[src/rtl/pipelined_left_shifter.sv]
`default_nettype none
`timescale 1ns/1ps
// ============================================================================
//  Module      : pipelined_left_shifter
//  Description : Five-stage pipelined 32-bit left barrel shifter. It performs
//                either a logical shift left (zero fill) or a rotate left.
//                Stage k resolves shift-amount bit k, starting from the LSB.
//                A valid/ready handshake with a global stall lets the unit
//                sit directly in a backpressured execute pipe.
//  Ports       : clk       - rising-edge clock
//                rst_n     - asynchronous active-low reset
//                in_valid  - operand valid
//                in_ready  - pipeline accepts an operand this cycle
//                a         - operand
//                sel       - shift amount, 0..WIDTH-1
//                rotate    - 1 = rotate left, 0 = logical shift left
//                out_valid - b holds a valid result
//                out_ready - consumer takes b this cycle
//                b         - result
//  Revision    : 1.0 - initial release
// ============================================================================
module pipelined_left_shifter #(
    parameter int WIDTH = 32,
    parameter int SHW   = 5
) (
    input  logic             clk,
    input  logic             rst_n,
    input  logic             in_valid,
    output logic             in_ready,
    input  logic [WIDTH-1:0] a,
    input  logic [SHW-1:0]   sel,
    input  logic             rotate,
    output logic             out_valid,
    input  logic             out_ready,
    output logic [WIDTH-1:0] b
);

    // Per-stage inputs (w_*_in), per-stage combinational results (w_dout)
    // and per-stage registers (r_*). Index k is the stage number.
    logic [SHW-1:0][WIDTH-1:0] w_din;
    logic [SHW-1:0][WIDTH-1:0] w_dout;
    logic [SHW-1:0][SHW-1:0]   w_sel_in;
    logic [SHW-1:0]            w_rot_in;
    logic [SHW-1:0]            w_vld_in;

    logic [SHW-1:0][WIDTH-1:0] r_data;
    logic [SHW-1:0][SHW-1:0]   r_sel;
    logic [SHW-1:0]            r_rot;
    logic [SHW-1:0]            r_vld;

    logic                      w_adv;

    // The whole pipe moves as one: it advances whenever the output slot is
    // empty or is being drained this cycle.
    assign w_adv     = out_ready | ~r_vld[SHW-1];
    assign in_ready  = w_adv;
    assign out_valid = r_vld[SHW-1];
    assign b         = r_data[SHW-1];

    generate
        for (genvar k = 0; k < SHW; k++) begin : g_stage
            localparam int c_shamt = 1 << k;

            if (k == 0) begin : g_head
                assign w_din[k]    = a;
                assign w_sel_in[k] = sel;
                assign w_rot_in[k] = rotate;
                assign w_vld_in[k] = in_valid;
            end else begin : g_link
                assign w_din[k]    = r_data[k-1];
                assign w_sel_in[k] = r_sel[k-1];
                assign w_rot_in[k] = r_rot[k-1];
                assign w_vld_in[k] = r_vld[k-1];
            end

            // One 2:1 select per bit. Low bits vacated by the shift take the
            // bits that fall off the top when rotating, zero otherwise.
            for (genvar i = 0; i < WIDTH; i++) begin : g_bit
                if (i >= c_shamt) begin : g_mid
                    assign w_dout[k][i] = w_sel_in[k][k] ? w_din[k][i-c_shamt]
                                                         : w_din[k][i];
                end else begin : g_wrap
                    assign w_dout[k][i] = w_sel_in[k][k]
                                        ? (w_rot_in[k] & w_din[k][WIDTH-c_shamt+i])
                                        : w_din[k][i];
                end
            end
        end
    endgenerate

    // Data of bubble stages moves along with the valid bits; only the valid
    // bits carry meaning, so no per-stage enable is needed.
    always_ff @(posedge clk or negedge rst_n) begin
        if (!rst_n) begin
            r_data <= '0;
            r_sel  <= '0;
            r_rot  <= '0;
            r_vld  <= '0;
        end else if (w_adv) begin
            r_data <= w_dout;
            r_sel  <= w_sel_in;
            r_rot  <= w_rot_in;
            r_vld  <= w_vld_in;
        end
    end

    // The last stage's shift-control copies have no consumer downstream.
    logic w_unused_tail;
    assign w_unused_tail = ^{r_sel[SHW-1], r_rot[SHW-1]};

endmodule
`default_nettype wire

[config.mk]
export PLATFORM = sky130hd
export DESIGN_NAME = pipelined_left_shifter
export DESIGN_NICKNAME = d
export VERILOG_FILES = /design/src/rtl/pipelined_left_shifter.sv
export SDC_FILE = /design/constraint.sdc
export NUM_CORES = 1
export LEC_CHECK = 0
export BUFFER_PORTS_ARGS = -buffer_cell sky130_fd_sc_hd__buf_2
export CAP_MARGIN = 40
export CORE_ASPECT_RATIO = 1.75
export CORE_MARGIN = 3
export CORE_UTILIZATION = 50
export CTS_CLUSTER_DIAMETER = 40
export DETAILED_ROUTE_END_ITERATION = 8
export PLACE_DENSITY_LB_ADDON = 0.15
export SYNTH_ARGS = -nofsm -noshare
export SYNTH_HDL_FRONTEND = slang
export SYNTH_SLANG_ARGS = --single-unit
[constraint.sdc]
create_clock -name clk -period 5.3 [get_ports clk]
set_clock_uncertainty 0.1 [all_clocks]
set_input_delay 1.59 -clock clk [delete_from_list [all_inputs] [get_ports clk]]
set_output_delay 1.59 -clock clk [all_outputs]
set_load 0.005 [all_outputs]
; Word level (Yosys, flattened, before mapping)
; Cells that the tools add are included.
[word_totals]
ff_bits = 189
rom_bits = 0
n_memories = 0
ramBits = 0
latch_bits = 0
out_inout_bits = 34
[classes]
bitwise = 33
n_eq_ne = 0
n_lt_le_gt_ge = 0
n_addsub = 0
mul = 0
shifts = 0
n_reduce_logical = 0
div_mod_pow = 0
mux = 160
[op_table]
columns = operator, count
row1 = two-way mux 1 bit, 160
row2 = AND 1 bit, 31
row3 = NOT 1 bit, 1
row4 = OR 1 bit, 1

; Depth between registers and ports, before layout
[logic_depth]
word_depth = 2
depth_mapped = 6
ltp_nobuf = 2

; Worst setup path before layout
; Ideal clock, no wire load.
[synth_path]
path_kind = input -> output
start = input port out_ready
end = output port in_ready
path_buffers = 4
slack_ps = 1325
path_stages = 5
arrival_time_ps = 2285
path_cell_list = nand2b_1 -> buf_4 -> buf_6 -> buf_6 -> buf_2
[synth_between]
elab_chain_cells = 1
[synth_lines]
columns = item, line_no
row1 = from (decl), 34  ; input logic out_ready,
row2 = OR 1 bit, 55  ; assign w_adv = out_ready | ~r_vld[SHW-1];
row3 = to (decl), 29  ; output logic in_ready,
; Every way passes these cells.

; Worst setup path in the final report
; Same ends and word-level chain as after synthesis.

==> results.rst <==
.. list-table::
   :header-rows: 1

   * - Metric
     - Value
   * - MaxCap Viol Count
     - 0
   * - Placeable core region
     - 17600 sq um
   * - Vias per Instance
     - 5.47
   * - Area growth from synthesis to layout
     - 9.05%
   * - Outcome
     - complete, no violations
   * - Global placer's final weighted congestion
     - 0.801
   * - Most frequent cell after synthesis
     - dfrtp_1
   * - Clk root buf
     - clkbuf_16
   * - Async set-or-reset flop fraction in the synthesized netlist
     - 100%
   * - Min-delay worst type
     - reg -> reg
   * - TritonCTS Buffers
     - 17
   * - Critical path endpoint category
     - output port
   * - Starting density of the core
     - 51.2%
   * - Ant diodes
     - 0
   * - Final critical delay including setup and external delays
     - 3.70 ns
   * - Overall routed net length
     - 17700 um
   * - Clock sinks
     - 179
   * - Achievable clock frequency
     - 270 MHz
   * - Total routing usage reported by global routing
     - 19.0%
   * - Net total in the final layout
     - 726
   * - Standard-cell rows
     - 64
   * - Vias in the first global route
     - 5436
   * - Largest area contributor in the netlist
     - dfrtp_1
   * - Fraction of post-synthesis cell area in the top cell type by area
     - 49.6%
   * - Number of port buffers
     - 75
   * - Hold buffer count at cts
     - 0
   * - Final std cell area, no fill
     - 9840 sq um
   * - Grt ovf
     - 0
   * - I/O pin total
     - 76
   * - Total power
     - 0.00599 W
   * - Required @ worst endpoint
     - 3.61 ns
   * - Max VDD drop
     - 0.311 mV
   * - Share of post-route cells with drive strength above 1
     - 37.2%
   * - Synthesized instance count
     - 664
   * - Total half-perimeter wirelength after legalization and detailed placement
     - 12000 um
   * - Initial antenna violation count
     - 0
   * - Number of setup violations in the final report
     - 0
   * - Crit-path max FO
     - 2
   * - Static Leakage
     - 4.21 nW
   * - Clock-pin slew of the registers on the worst-case setup and hold paths
     - 0.07 ns
   * - EDFF count, synth
     - 0
   * - Top cells by instance count after synthesis
     - dfrtp_1, mux2_1, mux2_2
   * - CTS tree
     - done
   * - Leading register cell type out of synthesis
     - dfrtp_1
   * - Flip-flop and latch count after synthesis
     - 179
   * - Final count of hold timing violations
     - 0
   * - Die height
     - 184 um
   * - Count of cell types in the netlist
     - 13
   * - Post-cts sizing count
     - 0
   * - Unrepaired setup endpoints after global routing
     - no
   * - Pwr dens
     - 608 nW/um^2
   * - Total Neg Setup Slack
     - 0 ns
   * - CP arrival
     - 2.01 ns
   * - Cell area after synthesis
     - 9030 sq um
   * - Final ANT Viol Nets
     - 0
   * - CTS H-tree depth
     - 4
   * - Net count of the mapped netlist
     - 706
   * - Crit start category
     - input port
   * - Filler Cells Inserted
     - 1490
   * - Final routed wire length divided by cell count
     - 19.1 um
   * - CTS Buffer Depth
     - 2
   * - Max transition margin
     - 28.2%
   * - Clk_lat worst skew
     - 0.43 ns
   * - Number of design rule violations left after detail routing
     - 0
   * - Slew @ Worst Pin
     - 1.08 ns
   * - Wire length of the first global-routing pass
     - 29400 um
   * - Syn_area_per_cell
     - 13.6 sq um
   * - Die area
     - 19800 sq um
   * - Post-CTS setup buffer count
     - 0
   * - DRT Pass-1 Iters
     - 4
   * - Placement-stage cell area
     - 9290 sq um
   * - Worst setup path category
     - in -> out
   * - Share of the cycle needed by the critical path after routing
     - 69.9%
   * - Width of the die
     - 108 um
   * - Total number of vias
     - 5077
   * - Yosys warnings
     - 0
   * - Max Transition Viols Final
     - 0
   * - Number of violations reported at the end of detailed-routing iteration 0
     - 196
   * - Sequential cell area fraction in the yosys report
     - 49.6%
   * - Pin count of the biggest net entering global routing
     - 180
   * - Leading cell types by total area after synthesis
     - dfrtp_1, mux2_1, mux2_2, mux2_4, buf_4
-- power by group --
part,internal (W),total (W),switching [W],leakage (nW)
Clock,0.000618,0.00118,0.000567,0.272
Combinational,0.00135,0.00224,0.000897,1.84
Sequential,0.00202,0.00256,0.000542,2.09
Total,0.00398,0.00599,0.00201,4.21
-- per-stage QoR --
step / hold slack [ns] / setup slack [ns] / instances / utilization, %
3_3_place_gp: 0.354 / 1.56 / 895 / 52.6
3_5_place_dp: 0.367 / 1.59 / 896 / 52.8
2_1_floorplan: 0.327 / 1.33 / 664 / -
5_1_grt: 0.397 / 1.57 / 928 / 55.9
6_report: 0.381 / 1.60 / 928 / 55.9
4_1_cts: 0.385 / 1.59 / 928 / 55.9
-- worst max-delay path, stage by stage --
cell and delay, ns:
buf_2 0.12, nand2b_4 0.15, buf_2 0.15
-- sequential cells by signal (all words and copies together), names as in the netlist --
register and count:
r_data 128, b 32, r_sel 10, r_vld 5, r_rot 4
-- final timing paths --
path	from	to	slack, ns	depth (start not counted)
hold / removal	b[30]$_DFFE_PN0P_	b[30]$_DFFE_PN0P_	0.38	1
setup reg to reg	r_vld[4]$_DFFE_PN0P_	r_data[76]$_DFFE_PN0P_	3.00	3
max in group asynchronous	rst_n	r_sel[8]$_DFFE_PN0P_	3.11	2
hold reg to reg	b[30]$_DFFE_PN0P_	b[30]$_DFFE_PN0P_	0.38	1
setup / recovery	out_ready	in_ready	1.60	3
min in group asynchronous	rst_n	b[28]$_DFFE_PN0P_	1.11	1
-- placed cells by master, fill, tap and decap left out --
| cell type | instances |
|---|---|
| buf_16 | 1 |
| clkinv_4 | 3 |
| mux2_4 | 34 |
| nand3_1 | 31 |
| clkbuf_16 | 17 |
| clkinv_2 | 2 |
| clkbuf_1 | 1 |
| mux2_2 | 109 |
| inv_8 | 3 |
| buf_12 | 2 |
| nand2b_4 | 1 |
| dfrtp_1 | 179 |
| buf_4 | 6 |
| nand2b_1 | 32 |
| a31oi_1 | 31 |
| nor3b_1 | 31 |
| inv_6 | 5 |
| mux2_1 | 133 |
| buf_6 | 1 |
| buf_2 | 74 |
| clkinvlp_4 | 1 |
-- kinds of logic (layout without fill, tap and decap cells) --
| kind of cell | after synthesis | in the layout | synth area share (%) |
|---|---|---|---|
| muxes | 276 | 276 | 35.8 |
| DFF | 179 | 179 | 49.6 |
| and+or+nand+nor | 95 | 95 | 6.58 |
| buffers and inverters | 83 | 116 | 5.81 |
| AOI/OAI and AO/OA | 31 | 31 | 2.15 |
-- cell type report --
class / instances / area (sq um) / share of cell area, %
Clock inverter: 14 / 121 / 1.23
Tap cell: 231 / 289 / 2.94
Sequential cell: 179 / 4480 / 45.5
Clock buffer: 18 / 429 / 4.36
Multi-Input combinational cell: 402 / 4030 / 41.0
Timing Repair Buffer: 84 / 494 / 5.02
-- per-layer routing --
layer	vias up	global-route usage, %	share of wire [%]
met5	-	0	0
met3	14	2.60	2.5
met2	76	34.5	55
met4	0	6.07	1.6
met1	2576	23.0	41
li1	2411	-	-
(Power assumes the default switching activity.)
